**src/rtl/alu_pkg.sv**
```systemverilog
`default_nettype none
// ============================================================================
// alu_pkg : shared types and constants for the serial ALU helpers
// Rev 1.0 : initial release
// ============================================================================
package alu_pkg;

   localparam int unsigned c_default_width = 8;

   typedef enum logic [1:0] {
      IDLE = 2'd0,
      RUN  = 2'd1,
      DONE = 2'd2
   } state_e;

   // Counter must reach WIDTH itself, hence the +1.
   function automatic int unsigned cnt_width(input int unsigned width);
      return $clog2(width + 1);
   endfunction

endpackage
`default_nettype wire

```
**src/rtl/serial_negate_cell.sv**
```systemverilog
`default_nettype none
// ============================================================================
// serial_negate_cell : one-bit serial two's-complement negation step
// Rev 1.0 : initial release
// ============================================================================
module serial_negate_cell (
   input  logic clk,
   input  logic rst_n,
   input  logic bit_in,
   input  logic negate,
   input  logic clear,
   output logic bit_out
);

   logic seen_one_q, seen_one_d;

   // Copy bits up to and including the first 1, invert everything after it.
   always_comb begin
      seen_one_d = clear ? 1'b0 : (seen_one_q | bit_in);
      bit_out    = bit_in ^ (negate & seen_one_q);
   end

   always_ff @(posedge clk or negedge rst_n) begin
      if (!rst_n) begin
         seen_one_q <= 1'b0;
      end else begin
         seen_one_q <= seen_one_d;
      end
   end

endmodule
`default_nettype wire

```
**src/rtl/serial_signmag_decoder.sv**
```systemverilog
`default_nettype none
// ============================================================================
// serial_signmag_decoder : LSB-first bit-serial two's-complement to sign-magnitude
// Rev 1.0 : initial release
// ============================================================================
module serial_signmag_decoder
   import alu_pkg::*;
#(
   parameter int unsigned WIDTH = c_default_width
) (
   input  logic             clk,
   input  logic             rst_n,
   input  logic [WIDTH-1:0] in_data,
   input  logic             in_valid,
   output logic             in_ready,
   output logic             out_sign,
   output logic [WIDTH-1:0] out_mag,
   output logic             out_min,
   output logic             out_valid,
   input  logic             out_ready
);

   localparam int unsigned      CNT_W  = cnt_width(WIDTH);
   localparam logic [CNT_W-1:0] c_last = CNT_W'(WIDTH);
   localparam logic [WIDTH-1:0] c_min  = {1'b1, {(WIDTH-1){1'b0}}};

   state_e           state_q, state_d;
   logic             ready_en_q;
   logic [CNT_W-1:0] cnt_q, cnt_d;
   logic [WIDTH-1:0] shift_q, shift_d;
   logic [WIDTH-1:0] work_q, work_d;
   logic             sign_q, sign_d;
   logic             out_sign_q, out_sign_d;
   logic [WIDTH-1:0] out_mag_q, out_mag_d;
   logic             out_min_q, out_min_d;
   logic             accept;
   logic             bits_done;
   logic             result_bit;

   assign accept    = in_valid & in_ready;
   assign bits_done = (cnt_q == c_last);

   serial_negate_cell u_negate_cell (
      .clk     (clk),
      .rst_n   (rst_n),
      .bit_in  (shift_q[0]),
      .negate  (sign_q),
      .clear   (accept),
      .bit_out (result_bit)
   );

   // State register; ready_en_q keeps in_ready low until the first edge out of reset.
   always_ff @(posedge clk or negedge rst_n) begin
      if (!rst_n) begin
         state_q    <= IDLE;
         ready_en_q <= 1'b0;
      end else begin
         state_q    <= state_d;
         ready_en_q <= 1'b1;
      end
   end

   always_comb begin
      state_d = state_q;
      case (state_q)
         IDLE:    if (accept)    state_d = RUN;
         RUN:     if (bits_done) state_d = DONE;
         DONE:    if (out_ready) state_d = IDLE;
         default:                state_d = IDLE;
      endcase
   end

   always_comb begin
      in_ready  = (state_q == IDLE) & ready_en_q;
      out_valid = (state_q == DONE);
      out_sign  = out_sign_q;
      out_mag   = out_mag_q;
      out_min   = out_min_q;
   end

   // Result bits enter work_q at the MSB so the LSB-first walk lands in place.
   always_comb begin
      cnt_d      = cnt_q;
      shift_d    = shift_q;
      work_d     = work_q;
      sign_d     = sign_q;
      out_sign_d = out_sign_q;
      out_mag_d  = out_mag_q;
      out_min_d  = out_min_q;
      if (accept) begin
         shift_d = in_data;
         sign_d  = in_data[WIDTH-1];
         cnt_d   = '0;
         work_d  = '0;
      end else if (state_q == RUN) begin
         if (!bits_done) begin
            shift_d = {1'b0, shift_q[WIDTH-1:1]};
            work_d  = {result_bit, work_q[WIDTH-1:1]};
            cnt_d   = cnt_q + CNT_W'(1);
         end else begin
            out_sign_d = sign_q;
            out_mag_d  = work_q;
            out_min_d  = sign_q & (work_q == c_min);
         end
      end
   end

   always_ff @(posedge clk or negedge rst_n) begin
      if (!rst_n) begin
         cnt_q      <= '0;
         shift_q    <= '0;
         work_q     <= '0;
         sign_q     <= 1'b0;
         out_sign_q <= 1'b0;
         out_mag_q  <= '0;
         out_min_q  <= 1'b0;
      end else begin
         cnt_q      <= cnt_d;
         shift_q    <= shift_d;
         work_q     <= work_d;
         sign_q     <= sign_d;
         out_sign_q <= out_sign_d;
         out_mag_q  <= out_mag_d;
         out_min_q  <= out_min_d;
      end
   end

endmodule
`default_nettype wire

```
**config.mk**
```make
export PLATFORM = sky130hd
export DESIGN_NAME = serial_signmag_decoder
export DESIGN_NICKNAME = d
export VERILOG_FILES = /design/src/rtl/alu_pkg.sv /design/src/rtl/serial_negate_cell.sv /design/src/rtl/serial_signmag_decoder.sv
export SDC_FILE = /design/constraint.sdc
export NUM_CORES = 1
export LEC_CHECK = 0
export BUFFER_PORTS_ARGS = -buffer_cell sky130_fd_sc_hd__buf_2
export CAP_MARGIN = 20
export CELL_PAD_IN_SITES_DETAIL_PLACEMENT = 1
export CELL_PAD_IN_SITES_GLOBAL_PLACEMENT = 1
export CORE_AREA = 4 4 74 59
export CTS_CLUSTER_DIAMETER = 30
export DETAILED_ROUTE_END_ITERATION = 6
export DIE_AREA = 0 0 78 63
export PLACE_DENSITY_LB_ADDON = 0.15
export SETUP_SLACK_MARGIN = 0.2
export SLEW_MARGIN = 20
export SYNTH_ARGS = -nofsm -noshare
export SYNTH_HDL_FRONTEND = slang
export SYNTH_SLANG_ARGS = --single-unit
```
**constraint.sdc**
```tcl
create_clock -name clk -period 1.6 [get_ports clk]
set_input_delay 0.16 -clock clk [delete_from_list [all_inputs] [get_ports clk]]
set_output_delay 0.16 -clock clk [all_outputs]
set_load 0.01 [all_outputs]
```
# Word level (Yosys, flattened, before mapping)
# Index checks and enable logic that the tools add are counted.
[op_classes]
bitwise_logic = 7
reduce_logical = 5
muxes = 14
n_eq_ne = 8
n_addsub = 1
[ops]
columns = ["op", "count"]
rows = [
  ["8-bit 2-to-1 mux", 6],
  ["4-bit 2-to-1 mux", 3],
  ["8-bit equality test, second input constant", 1],
  ["2-bit 2-to-1 mux", 3],
  ["2-bit by 1-bit inequality test with 1-bit output, second input constant", 3],
  ["2-bit case mux with 3 select lines", 1],
  ["3-bit AND reduction", 2],
  ["4-bit by 1-bit adder with 4-bit output, second input constant", 1],
  ["1-bit bitwise AND", 4],
  ["4-bit equality test, second input constant", 1],
  ["2-bit by 1-bit equality test with 1-bit output, second input constant", 1],
  ["2-bit equality test, second input constant", 1],
  ["2-bit logical NOT", 1],
  ["2-bit inequality test, second input constant", 1],
  ["2-bit AND reduction", 1],
  ["2-bit nonzero test", 1],
  ["1-bit 2-to-1 mux", 1],
  ["1-bit NOT", 1],
  ["1-bit OR", 1],
  ["1-bit XOR", 1],
]
[totals]
reg_bits = 35
output_inout_bits = 12
input_bits = 12

# Longest topological paths before layout
# Gate-level depths: netlist of run 1.
[depth]
word_depth = 5
mapped_depth = 7
mapped_depth_nobuf = 5

# Cells and area by module
# Synthesis of run 1 repeated with hierarchy kept, for this count alone.
[hier_totals]
cells_unflattened = 140
area_unflattened_um2 = 1614.0
[modules_own_cells]
columns = ["mod", "n_inst", "cells_per_inst", "area_per_inst_um2", "seq_area_each_um2"]
rows = [
  ["serial_signmag_decoder", 1, 135, 1569.0, 850.8],
  ["serial_negate_cell", 1, 5, 45.0, 25.0],
]

# Worst setup path before layout of run 1
# OpenSTA, ideal clock, no wires.
[synth_path]
path_kind = "register to register"
from = "register cnt_q[1]"
to = "register shift_q[1]"
synth_period_minus_slack_ns = 1.518
arrival_time_ns = 1.392
stages_incl_launch_ff = 7
setup_time_ns = 0.126
slack_ns = 0.082
path_buffers = 1
path_cell_list = "dfrtp_1 -> inv_1 -> ha_1 -> nand3b_4 -> and2_1 -> buf_6 -> a221o_1"
[synth_via]
elab_chain_len = 3
[synth_rtl]
columns = ["element", "line_no", "text"]
rows = [
  ["start, declared", "serial_signmag_decoder.sv:29", "logic [CNT_W-1:0] cnt_q, cnt_d;"],
  ["start signal, assigned", "serial_signmag_decoder.sv:118", "cnt_q <= cnt_d;"],
  ["4-bit equality test", "serial_signmag_decoder.sv:41", "assign bits_done = (cnt_q == c_last);"],
  ["2-bit by 1-bit inequality test with 1-bit output (no source line)", "n/a", ""],
  ["2-bit AND reduction (no source line)", "n/a", ""],
  ["end signal, assigned", "serial_signmag_decoder.sv:119", "shift_q <= shift_d;"],
  ["end, declared", "serial_signmag_decoder.sv:30", "logic [WIDTH-1:0] shift_q, shift_d;"],
]
# No other way between the ends.
# A chain may end at the register's enable or synchronous reset.

# Worst setup path in the final report of run 1
[layout_path]
from = "register cnt_q[0]"
to = "register out_sign_q (netlist: out_sign)"
[layout_via]
elab_chain_len = 2
[layout_rtl]
columns = ["element", "line_no", "text"]
rows = [
  ["4-bit equality test", "serial_signmag_decoder.sv:41", ""],
  ["3-bit AND reduction (no source line)", "n/a", ""],
  ["end signal, assigned", "serial_signmag_decoder.sv:122", "out_sign_q <= out_sign_d;"],
  ["end, declared", "serial_signmag_decoder.sv:33", "logic out_sign_q, out_sign_d;"],
]
# No other way between the ends.

==> summary.md, run 1 <==
| Metric | Value |
|---|---|
| DR vias | 1168 |
| Period minus WS final | 1.50 ns |
| Core area | 3590 sq um |
| Synth cell types | 33 |
| Achievable frequency | 0.668 GHz |
| Synthesized cell area | 1550 sq um |
| Mean Syn Cell Area | 12.0 sq um |
| Die Footprint | 4910 sq um |
| Status | completed |
| HP Class | input pin to flip-flop |
| Cell Pwr Density | 1990 nW/um^2 |
| Yosys warns | 0 |
| Gpl congestion | 0.741 |
| Post-route setup slack | 0.102 ns |
| Max stage delay on crit path | 0.39 ns |
| CP max FO | 5 |
| Final Hold Viols | 0 |
| Final nets | 190 |
| Share of cells above drive strength 1 | 44.0% |
| Clock-pin slew on the worst setup and hold paths | 0.06 ns |
| Reported max-cap violation count | 0 |
| IO Pins | 24 |
| Final HPWL DP | 2300 um |
| Largest net degree at the start of global routing | 36 |
| Routed Wire Length | 3920 um |
| RSZ-0062 raised after global routing | yes |
| CP cell instances | inv_2 -> ha_4 -> nand3b_4 -> buf_6 -> nor2_4 -> mux2_4 |
| CP required | 1.78 ns |
| Syn Inst Count | 129 |
| Post-route DRC | 0 |
| Pwr Total | 4.07 mW |
| Startpoint types | flip-flop |
| Final setup TNS | 0 ns |
| Max clock buf depth | 2 |
| Die Span Y | 63 um |
| Syn-to-layout area delta | 32.5% |
| Worst Skew | 0.00440 ns |
| Drt pass-1 iters | 4 |
| CTS Buf Count | 5 |
| TritonCTS clock tree | done |
| Core Rows | 19 |
| Final Cycle Share | 93.6% |
| Clk sinks | 35 |
| CP endpoint kind | flip-flop |
| DR vias/cell | 5.15 |
| CP max-delay cell | dfrtp_1 |
| WL/cell | 17.3 um |
| Type of the worst setup path | flip-flop to flip-flop |
| Peak supply drop | 0.917 mV |
| Top Family by Delay on Critical Path | flip-flops |
| Initial drt markers | 58 |
| Max H-tree Level | 2 |
| Ys async rst share | 100% |
| Register bit total from synthesis | 35 |
| Port Buffers | 23 |
| First-pass GRT wire length | 6580 um |
| GR Util All Layers | 17.8% |
| Antenna violations before repair | 0 |
| Die Wd | 78 um |
| Clk_lat worst skew | 0.29 ns |
| Max-slew violation count | 0 |
| Vias in the first global route | 1264 |
| Crit path DAT | 1.68 ns |
| Post-route ant nets | 0 |
| Initial core utilization | 43.1% |
| Sequential share of the synthesized area | 56.6% |
| Place WS | 0.0635 ns |
| P_leak | 1.04 nW |
| Grt total ovfl | 0 |
| EDFF count, synth | 0 |
| Top FF cell, synth | dfrtp_1 |
| Synth Net Count | 143 |
| Setup violators final | 0 |
| Root Buffer | clkbuf_8 |
| Worst Path Buf+Inv | 2 |
| N_diodes | 0 |
[worst reg2reg max path: stages, from the launching register on]
cell and delay (ns):
dfrtp_1 0.39, inv_2 0.08, ha_4 0.14, nand3b_4 0.09, buf_6 0.15, nor2_4 0.21
mux2_4 0.33
[state kept, by name (all words and copies together) (netlist names)]
name and count:
state_q 2, work_q 8, sign_q 1, out_min 1, out_mag 8, shift_q 8
out_sign 1, cnt_q 4, ready_en_q 1, u_negate_cell.seen_one_q 1
[power by group]
group	switching (mW)	internal, mW
clock network	0.303	0.290
registers	0.277	1.24
logic	0.923	1.04
[kinds of logic (layout without fill, tap and decap cells)]
kind of cell             Yosys count  in the layout  synth area share, %
adder cells (fa/ha/maj)            2              2                 1.62
buffers and inverters             10             54                 3.56
multiplexers                      13             13                 9.22
other                              1              1                0.242
XOR/XNOR                           1              1                0.566
flip-flops                        35             35                 56.6
AO/OA/AOI/OAI                     20             21                 9.79
AND/OR/NAND/NOR                   47             48                 18.4
[path summary, 6_finish.rpt]
check,start,cells after the start,slack (ns),to
worst max-delay path,cnt_q[0]$_DFFE_PN0P_,6,0.10,out_sign$_DFFE_PN0P_
worst min-delay path,in_data[7],3,0.13,shift_q[7]$_DFFE_PN0P_
worst max register to register,cnt_q[0]$_DFFE_PN0P_,6,0.10,out_sign$_DFFE_PN0P_
worst min register to register,out_mag[2]$_DFFE_PN0P_,1,0.51,out_mag[2]$_DFFE_PN0P_
max in group asynchronous,rst_n,3,0.85,ready_en_q$_DFF_PN0_
min in group asynchronous,rst_n,3,0.43,shift_q[4]$_DFFE_PN0P_
[synthesized netlist by cell type, types with 2 or more instances]
master	n	area [sq um]
nor2_1	3	11.3
dfrtp_1	35	876
o21ai_0	8	40.0
mux2i_1	3	30.0
nand3_1	9	45.0
nand2_1	15	56.3
a221o_1	7	70.1
and2_1	8	50.1
buf_6	2	22.5
ha_1	2	25.0
buf_2	2	10.0
clkbuf_1	2	7.51
inv_1	4	15.0
mux2_2	10	113
[area by class of cell]
type,count,area (sq um)
Inverter,4,15.0
Timing Repair Buffer,44,307
Sequential cell,35,876
Fill cell,383,1540
Tap cell,52,65.1
Clock buffer,6,72.6
Multi-Input combinational cell,86,714
[metal layers]
metal  GRT usage, %  share of wire, %  vias to the layer above  wire length (um)
met5              0                 0                        -                 0
met4           9.17               2.4                        0                95
met3           5.19               3.4                       10               132
met2           26.0                46                       22              1810
met1           23.8                48                      585              1880
li1               -                 -                      551                 -
[what timing repair did]
action | in CTS | in global routing
hold endpoints to repair | 35 | 0
hold buffers | 1 | 0
pin swaps | 5 | 3
resized for setup | 14 | 17
gates cloned | 2 | 0
buffers inserted | 12 | 3
endpoints found under the setup margin | 18 | 27
[placed cells by master, fill, tap and decap left out, types with 5 or more instances in the layout]
master    synthesis  final
a221o_1           7      7
and2_1            8      7
buf_2             2     23
buf_4             0     14
buf_6             2      5
clkbuf_8          0      5
dfrtp_1          35     35
mux2_4            0      8
nand2_1          15     15
nand3_1           9      9
o21ai_2           0      7
[through the flow]
stage,cells,utilization (%),hold WS [ns],instance area [sq um]
2_1_floorplan,129,-,-0.136,1560
5_1_grt,227,57.1,0.144,2050
6_report,227,57.1,0.133,2050
3_3_place_gp,203,48.4,0.220,1740
3_5_place_dp,203,48.4,0.220,1740
4_1_cts,224,55.4,0.123,1990
(Power assumes the default switching activity.)
==> run 2: changes to the inputs <==
- REMOVE_ABC_BUFFERS: default -> 1
==> summary.md, run 2 (synthesis results as in run 1) <==
| Metric | Value |
|---|---|
| Status | completed |
| Worst Skew | 0.00511 ns (+0.000715 ns) |
| Most frequent cells in the layout | 35 x dfrtp_1, 23 x buf_2, 15 x nand2_1 |
| Grt total ovfl | 0 (unchanged) |
| Hold Path Stages | 3 (unchanged) |
| Max H-tree Level | 2 (unchanged) |
| Final nets | 192 (+1.1%) |
| Wire length on met2 | 1710 um (-5.6%) |
| Reported max-cap violation count | 0 (unchanged) |
| Max clock buf depth | 2 (unchanged) |
| Clk sinks | 35 (unchanged) |
| Sequential share of power | 36.1% (-1.1 points) |
| Period minus WS final | 1.52 ns (+0.0236 ns) |
| P_leak | 1.06 nW (+2.3%) |
| Hold Path Origin | in_data[7] |
| CP max-delay cell | dfrtp_1 |
| CP startpoint | cnt_q[1]$_DFFE_PN0P_ |
| N_diodes | 0 (unchanged) |
| Vias in the first global route | 1267 (+0.24%) |
| Post-route cell area | 2100 sq um (+2.3%) |
| R2R depth | 6 (unchanged) |
| Metal3 WL | 149 um (+13%) |
| Port Buffers | 23 (unchanged) |
| WL/cell | 16.6 um (-3.9%) |
| P_int | 2.70 mW (+5.1%) |
| Max stage delay on crit path | 0.39 ns (about the same) |
| Core Rows | 19 (unchanged) |
| Min Hold Slack | 0.107 ns (-0.0260 ns) |
| CP cell instances | inv_2 -> ha_4 -> nand3b_4 -> buf_8 -> nor2_4 -> mux2_4 |
| HP Class | input pin to flip-flop |
| CP endpoint kind | flip-flop |
| Worst reg2reg endpoint | out_mag[1]$_DFFE_PN0P_ |
| Antenna violations before repair | 0 (unchanged) |
| Setup violators final | 0 (unchanged) |
| Drt pass-1 iters | 4 (unchanged) |
| RSZ-0062 raised after global routing | yes |
| Wire length on met1 | 1900 um (+1.0%) |
| Combinational power share | 48.4% (+0.2 points) |
| Largest net degree at the start of global routing | 36 (unchanged) |
| Initial drt markers | 80 (+38%) |
| Gpl congestion | 0.795 (+7.3%) |
| Peak supply drop | 0.842 mV (-8.1%) |
| Post-route ant nets | 0 (unchanged) |
| Clock-pin slew on the worst setup and hold paths | 0.07 ns (about the same) |
| Flop-to-flop setup slack | 0.08 ns (-0.02 ns) |
| Clk_lat worst skew | 0.29 ns (about the same) |
| Final Core Density | 58.4% (+1.3 points) |
| CTS Buf Count | 5 (unchanged) |
| DR vias | 1153 (-1.3%) |
| Type of the worst setup path | flip-flop to flip-flop |
| Critical R2R Launch | cnt_q[1]$_DFFE_PN0P_ |
| TritonCTS clock tree | done |
| GR Util All Layers | 17.4% (-0.38 points) |
| Achievable frequency | 0.657 GHz (-1.5%) |
| Final setup TNS | 0 ns (unchanged) |
| Final Cycle Share | 95.1% (+1.5 points) |
| WHS Endpoint | sign_q$_DFFE_PN0P_ |
| Core area | 3590 sq um (unchanged) |
| Cell Pwr Density | 2000 nW/um^2 (+0.68%) |
| Placed instance area | 1790 sq um (+3.2%) |
| Pwr Total | 4.19 mW (+3.0%) |
| IO Pins | 24 (unchanged) |
| Startpoint types | flip-flop |
| First-pass GRT wire length | 6610 um (+0.53%) |
| Share of cells above drive strength 1 | 43.3% (-0.74 points) |
| Most common cell after layout, fill and taps aside | dfrtp_1 |
| Syn-to-layout area delta | 35.6% |
| Final Hold Viols | 0 (unchanged) |
| Final HPWL DP | 2390 um (+4.0%) |
| Die Footprint | 4910 sq um (unchanged) |
| Die Span Y | 63 um (unchanged) |
| Max-slew violation count | 0 (unchanged) |
| CP required | 1.77 ns (about the same) |
| Root Buffer | clkbuf_8 |
| Clk pwr share | 15.5% (+0.9 points) |
| Top sig layer | met4 |
| Post-route DRC | 0 (unchanged) |
| Switching Power | 1.49 mW (-0.60%) |
| Routed Wire Length | 3820 um (-2.6%) |
| Die Wd | 78 um (unchanged) |
| DR vias/cell | 5.01 (-2.6%) |
| CP max FO | 5 (unchanged) |
| Crit path DAT | 1.69 ns (about the same) |
| Initial core utilization | 43.1% (unchanged) |
| Switching share of total power | 35.6% (-1.3 points) |
run 2: changes by cell type in the layout (fill, tap and decap cells not counted), sizes merged:
cell / delta
buf: +3
a21oi: -1
clkinv: +1
run 2: power groups by stage:
stage	Clock, mW	Sequential, mW	Combinational (mW)
floorplan	0	1.51	0.839
global placement	0	1.49	1.39
detailed placement	0	1.51	1.48
CTS	0.664	1.51	1.87
global route	0.715	1.57	2.21
finish	0.652	1.51	2.03
run 2: layer usage:
metal | up-vias | GRT usage (%)
met5 | - | 0
met4 | 0 | 5.90
met3 | 8 | 3.89
met2 | 28 | 25.1
met1 | 564 | 25.5
li1 | 553 | -
run 2: area by class of cell:
class | instances | area [sq um]
Fill cell | 384 | 1490
Tap cell | 52 | 65.1
Clock inverter | 1 | 5.00
Inverter | 4 | 15.0
Multi-Input combinational cell | 85 | 697
Sequential cell | 35 | 876
Timing Repair Buffer | 47 | 357
Clock buffer | 6 | 82.6
run 2: worst max-delay path by stage:
stage	cells after the start	end	slack [ns]
floorplan	5	shift_q[1]$_DFFE_PN0P_	-0.05
global placement	6	out_mag[1]$_DFFE_PN0P_	0.1
detailed placement	6	work_q[7]$_DFFE_PN0P_	-0.02
CTS	6	out_mag[4]$_DFFE_PN0P_	0.11
global route	6	out_mag[3]$_DFFE_PN0P_	0.02
finish	6	out_mag[1]$_DFFE_PN0P_	0.08
run 2: what timing repair did:
item	CTS	global route
hold endpoints to repair	35	0
cloned	2	0
endpoints found under the setup margin	29	27
buffers inserted	9	2
hold buffers	1	0
pin swaps	6	3
gates resized for setup	21	13
run 2: critical path, delay by kind of cell, from the launching register on:
kind	cells	cell delay, ns
adder cells (fa/ha/maj)	1	0.14
buffers and inverters	2	0.24
flip-flops	1	0.39
AND/OR/NAND/NOR	2	0.30
multiplexers	1	0.32
run 2: through the flow:
stage,setup WS (ns),cells
2_1_floorplan,-0.0506,123
3_3_place_gp,0.0957,209
3_5_place_dp,-0.0164,209
4_1_cts,0.112,228
5_1_grt,0.0198,230
6_report,0.0784,230
